File: config.mk
export PLATFORM = sky130hd
export DESIGN_NAME = inst_fetch_unit
export DESIGN_NICKNAME = d
export VERILOG_FILES = /design/src/rtl/fetch_pkg.sv /design/src/rtl/fetch_queue.sv /design/src/rtl/inst_fetch_unit.sv
export SDC_FILE = /design/constraint.sdc
export NUM_CORES = 1
export LEC_CHECK = 0
export CORE_UTILIZATION = 30
export DETAILED_ROUTE_END_ITERATION = 8
export PLACE_DENSITY = 0.51
export SETUP_SLACK_MARGIN = 0.1
export SKIP_CTS_REPAIR_TIMING = 1
export SYNTH_ARGS = -nofsm -noshare
export SYNTH_HDL_FRONTEND = slang
export SYNTH_HIERARCHICAL = 1
export SYNTH_SLANG_ARGS = --single-unit
File: constraint.sdc
create_clock -name clk -period 5.2 [get_ports clk]
set_clock_uncertainty 0.05 [all_clocks]
set_input_delay 1.04 -clock clk [delete_from_list [all_inputs] [get_ports clk]]
set_output_delay 1.04 -clock clk [all_outputs]
set_load 0.1 [all_outputs]
File: src/rtl/fetch_pkg.sv
// Shared widths and the fetch-entry type for the instruction fetch front end.
package fetch_pkg;

  localparam int unsigned ADDR_W_DEF   = 16;
  localparam int unsigned INST_W_DEF   = 16;
  localparam int unsigned FQ_DEPTH_DEF = 4;

  typedef struct packed {
    logic [ADDR_W_DEF-1:0] pc;
    logic [INST_W_DEF-1:0] inst;
  } fetch_entry_t;

endpackage

File: src/rtl/fetch_queue.sv
// Synchronous FIFO prefetch queue with push, pop, synchronous flush, count and head outputs.
module fetch_queue #(
  parameter int unsigned DEPTH = 4,
  parameter int unsigned WIDTH = 32
) (
  input  logic                       i_clk,
  input  logic                       i_rst_n,
  input  logic                       i_push,
  input  logic [WIDTH-1:0]           i_wdata,
  input  logic                       i_pop,
  input  logic                       i_flush,
  output logic                       o_valid,
  output logic [WIDTH-1:0]           o_head,
  output logic [$clog2(DEPTH):0]     o_count
);

  localparam int unsigned PW = $clog2(DEPTH);
  localparam int unsigned CW = PW + 1;

  logic [WIDTH-1:0] r_mem [DEPTH];
  logic [PW-1:0]    r_wr_ptr;
  logic [PW-1:0]    r_rd_ptr;
  logic [CW-1:0]    r_count;
  logic             w_do_push;
  logic             w_do_pop;

  // A full queue still accepts a push when the head leaves in the same cycle.
  assign w_do_pop  = i_pop && (r_count != '0);
  assign w_do_push = i_push && ((r_count != CW'(DEPTH)) || w_do_pop);

  always_ff @(posedge i_clk or negedge i_rst_n) begin
    if (!i_rst_n) begin
      r_wr_ptr <= '0;
      r_rd_ptr <= '0;
      r_count  <= '0;
    end else if (i_flush) begin
      r_wr_ptr <= '0;
      r_rd_ptr <= '0;
      r_count  <= '0;
    end else begin
      if (w_do_push) r_wr_ptr <= r_wr_ptr + PW'(1);
      if (w_do_pop)  r_rd_ptr <= r_rd_ptr + PW'(1);
      case ({w_do_push, w_do_pop})
        2'b10:   r_count <= r_count + CW'(1);
        2'b01:   r_count <= r_count - CW'(1);
        default: r_count <= r_count;
      endcase
    end
  end

  always_ff @(posedge i_clk) begin
    if (w_do_push && !i_flush) r_mem[r_wr_ptr] <= i_wdata;
  end

  assign o_valid = (r_count != '0);
  assign o_head  = r_mem[r_rd_ptr];
  assign o_count = r_count;

endmodule

File: src/rtl/inst_fetch_unit.sv
// Instruction fetch front end: fetch PC, 1-cycle imem read tracking, redirect/kill and prefetch queue.
module inst_fetch_unit
  import fetch_pkg::*;
#(
  parameter int unsigned       ADDR_W   = ADDR_W_DEF,
  parameter int unsigned       INST_W   = INST_W_DEF,
  parameter int unsigned       FQ_DEPTH = FQ_DEPTH_DEF,
  parameter logic [ADDR_W-1:0] RESET_PC = '0
) (
  input  logic                      clk,
  input  logic                      rst_n,
  input  logic                      redirect_valid,
  input  logic [ADDR_W-1:0]         redirect_pc,
  output logic                      imem_rd_en,
  output logic [ADDR_W-1:0]         imem_addr,
  input  logic [INST_W-1:0]         imem_rd_data,
  output logic                      inst_valid,
  output logic [INST_W-1:0]         inst,
  output logic [ADDR_W-1:0]         inst_pc,
  input  logic                      inst_ready,
  output logic [$clog2(FQ_DEPTH):0] fq_count
);

  localparam int unsigned CW = $clog2(FQ_DEPTH) + 1;
  localparam int unsigned OW = CW + 1;
  localparam int unsigned EW = ADDR_W + INST_W;

  logic [ADDR_W-1:0] r_fetch_pc;
  logic              r_inflight;
  logic [ADDR_W-1:0] r_inflight_pc;

  logic              w_q_valid;
  logic [EW-1:0]     w_head;
  logic              w_pop;
  logic              w_push;
  logic [OW-1:0]     w_occupancy;

  // A redirect hides the head, so a same-cycle pop never reaches the queue.
  assign inst_valid = w_q_valid && !redirect_valid;
  assign inst_pc    = w_head[EW-1 -: ADDR_W];
  assign inst       = w_head[INST_W-1:0];
  assign w_pop      = inst_valid && inst_ready;

  // Reserve a slot for every outstanding read so the queue can never overflow.
  assign w_occupancy = {1'b0, fq_count} + OW'(r_inflight) - OW'(w_pop);
  assign imem_rd_en  = rst_n && !redirect_valid && (w_occupancy < OW'(FQ_DEPTH));
  assign imem_addr   = r_fetch_pc;

  // The only read that can land during a redirect is the one already in flight.
  assign w_push = r_inflight && !redirect_valid;

  always_ff @(posedge clk or negedge rst_n) begin
    if (!rst_n) begin
      r_fetch_pc    <= RESET_PC;
      r_inflight    <= 1'b0;
      r_inflight_pc <= '0;
    end else begin
      r_inflight <= imem_rd_en;
      if (imem_rd_en) r_inflight_pc <= r_fetch_pc;
      if (redirect_valid)  r_fetch_pc <= redirect_pc;
      else if (imem_rd_en) r_fetch_pc <= r_fetch_pc + ADDR_W'(1);
    end
  end

  fetch_queue #(
    .DEPTH (FQ_DEPTH),
    .WIDTH (EW)
  ) u_fetch_queue (
    .i_clk   (clk),
    .i_rst_n (rst_n),
    .i_push  (w_push),
    .i_wdata ({r_inflight_pc, imem_rd_data}),
    .i_pop   (w_pop),
    .i_flush (redirect_valid),
    .o_valid (w_q_valid),
    .o_head  (w_head),
    .o_count (fq_count)
  );

endmodule

==> impl_metrics.tcl <==
set metrics [dict create \
    status "finished clean" \
    worstMarginPinSlew_ns 0.984 \
    syn_avg_cell_area_um2 17.7 \
    cts.sinks 168 \
    yosys.area.top_type "edfxtp_1" \
    power_density_nw_per_um2 372 \
    rsz0062_at_grt "no" \
    tns_ns 0 \
    drtAntennaViolNets 0 \
    crit_type "input port to output pin" \
    hpwl_um 9480 \
    clock_latency_ns 0.42 \
    start_util_pct 30.5 \
    nNetsFinal 549 \
    vdd_drop_max_v 0.000200 \
    p_leak_nw 3.14 \
    design_area_um2 8960 \
    ys.flop_type "edfxtp_1" \
    setup_viol 0 \
    vias 3898 \
    ys_seq_area_share_pct 68.0 \
    crit_path_max_fanout 10 \
    coreArea_um2 23400 \
    rr_worst_depth 12 \
    cp_data_required_time_ns 4.11 \
    fp-row-count 56 \
    yosysWarnings 6 \
    clk_pin_slew_ns 0.06 \
    syn-num-nets 448 \
    synth.area.top_cells "edfxtp_1 54%, dfrtp_1 14%, mux4_2 9.8%" \
    worst_ep_arrival_time_ns 3.56 \
    fin_crit_sh_pct 89.4 \
    clock-root-buffer "clkbuf_16" \
    crit_end "imem_rd_en" \
    die_area_um2 24400 \
    async_reset_ff_share_pct 23.8 \
    timing.final.hold_violations 0 \
    cts_buffer_depth 2 \
    slew_violations 0 \
    synth.distinct_cells 59 \
    drt_iter0_drc 199 \
    grt_use_total_pct 12.6 \
    grt_start_max_net_pins 50 \
    drv_cap 0 \
    reg2reg_slack_ns 1.88 \
    io-pin-count 89 \
    rr_endpoint "r_inflight_pc[13]" \
    fin_hold_ws_ns 0.478 \
    antenna_cells 0 \
    grt_pass1_wl_um 22700 \
    drc 0 \
    place_congestion 0.817 \
    fp.dieH_um 156 \
    wl_per_cell_um 17.3 \
    cts_tree "done" \
    layout_commonest_cell "edfxtp_1" \
    numCtsBuffers 17 \
    startpoint_type "input port" \
    layout_common_cells "128 x edfxtp_1, 66 x clkdlybuf4s50_1, 36 x dfrtp_1" \
    startpoint "redirect_valid" \
    vias_per_cell 4.66 \
    post-route-min-period_ns 4.65 \
    synth_edf_count 128 \
    post-place-ws_ns 0.530 \
    wl_um 14400 \
    portBuffers 88 \
    cts_max_level 4 \
    slew_headroom_pct 34.2 \
    drtPass1Iterations 4 \
    min_from "r_inflight_pc[0]" \
    die_x_um 156 \
    areaGrowthSynthToFinish_pct 25.8 \
    synthCells 403 \
    setup_ws_ns 0.549 \
    grt_antenna_before_repair 0 \
    drive_above_1_share_pct 25.9 \
    critPathCaptureType "output pin" \
    grt_pass1_vias 4048 \
    fmax_mhz 215 \
    r2r_start "u_fetch_queue/o_count[0]" \
    synthesis.area_um2 7130 \
    report.power.total_w 0.00334 \
    hold_path_class "flip-flop to flip-flop" \
    placed_area_um2 8330 \
    grt_overflow_total 0 \
    synth_top_area_share_pct 53.9 \
    synth_seq_cells 168 \
]
[how the worst min path moves through the flow]
stage	endpoint	slack [ns]	depth (start not counted)
floorplan	u_fetch_queue/r_mem[0][16]	0.43	0
global placement	u_fetch_queue/r_mem[1][31]	0.45	0
detailed placement	u_fetch_queue/r_mem[0][18]	0.47	0
CTS	u_fetch_queue/r_mem[0][18]	0.48	0
global route	u_fetch_queue/r_mem[0][16]	0.51	0
finish	u_fetch_queue/r_mem[0][16]	0.48	0
[power breakdown]
part	total, W	switching [W]	internal [W]
Combinational	0.000399	0.000256	0.000143
Clock	0.00133	0.000552	0.000780
Sequential	0.00161	0.0000764	0.00153
[metal layers]
layer | part of all wire, % | global-route usage [%] | vias up
met5 | 0 | 0 | -
met4 | 1.4 | 4.72 | 0
met3 | 5.2 | 3.25 | 16
met2 | 46 | 19.4 | 115
met1 | 47 | 17.0 | 1971
li1 | - | - | 1796
[metrics by stage]
stage	std cells	util, %
after floorplan	403	-
after global routing	836	38.3
final	836	38.3
after detailed placement	804	35.6
after CTS	836	38.3
after global placement	804	35.6
[final cells by class]
| class | instances | area, µm² |
|---|---|---|
| clock buffers | 17 | 425 |
| clock inverters | 15 | 209 |
| fillers | 2232 | 14400 |
| inverters | 14 | 56.3 |
| multi-input cells | 201 | 2070 |
| flip-flops and latches | 168 | 4850 |
| well taps | 319 | 399 |
| repair buffers | 102 | 953 |
[cell usage after synthesis, types with 4 or more instances]
cell,instances
nand2b_1,6
nand3_1,7
nand2_1,17
buf_6,5
a31oi_1,4
nor2_1,11
and2_1,6
mux4_2,31
nand4_1,7
nor2b_1,9
o21ai_0,14
edfxtp_1,128
clkbuf_1,5
o311ai_1,4
mux2_4,15
xnor2_1,6
a311oi_1,5
a21oi_1,4
buf_2,5
inv_1,14
ha_1,8
dfrtp_1,40
[worst max-delay path: stages]
cell and delay (ns):
clkdlybuf4s50_1 0.47, nor2b_4 0.14, and2_1 0.15, ha_1 0.16, inv_1 0.04, ha_1 0.30
nand3b_4 0.09, a211o_1 0.45, a31oi_4 0.31, nand2b_2 0.12, clkinvlp_4 0.11, buf_12 0.17
[kinds of logic (layout without fill, tap and decap cells)]
family                     count (synthesis)  after routing  share of synthesized area (%)
AOI/OAI and AO/OA                         49             49                           5.27
xor gates and xnor gates                   8              8                          0.983
adders and majority gates                  9              9                           1.69
buffers and inverters                     34            148                           3.14
DFF                                      168            168                           68.0
muxes                                     50             50                           13.8
and+or+nand+nor                           85             85                           7.18
[state kept, by name, indices dropped and copies added (netlist names)]
signal                  count
u_fetch_queue/o_count       3
u_fetch_queue/r_mem       128
r_inflight_pc              16
u_fetch_queue/r_wr_ptr      2
r_inflight                  1
imem_addr                  16
u_fetch_queue/r_rd_ptr      2
(Power assumes the default switching activity.)
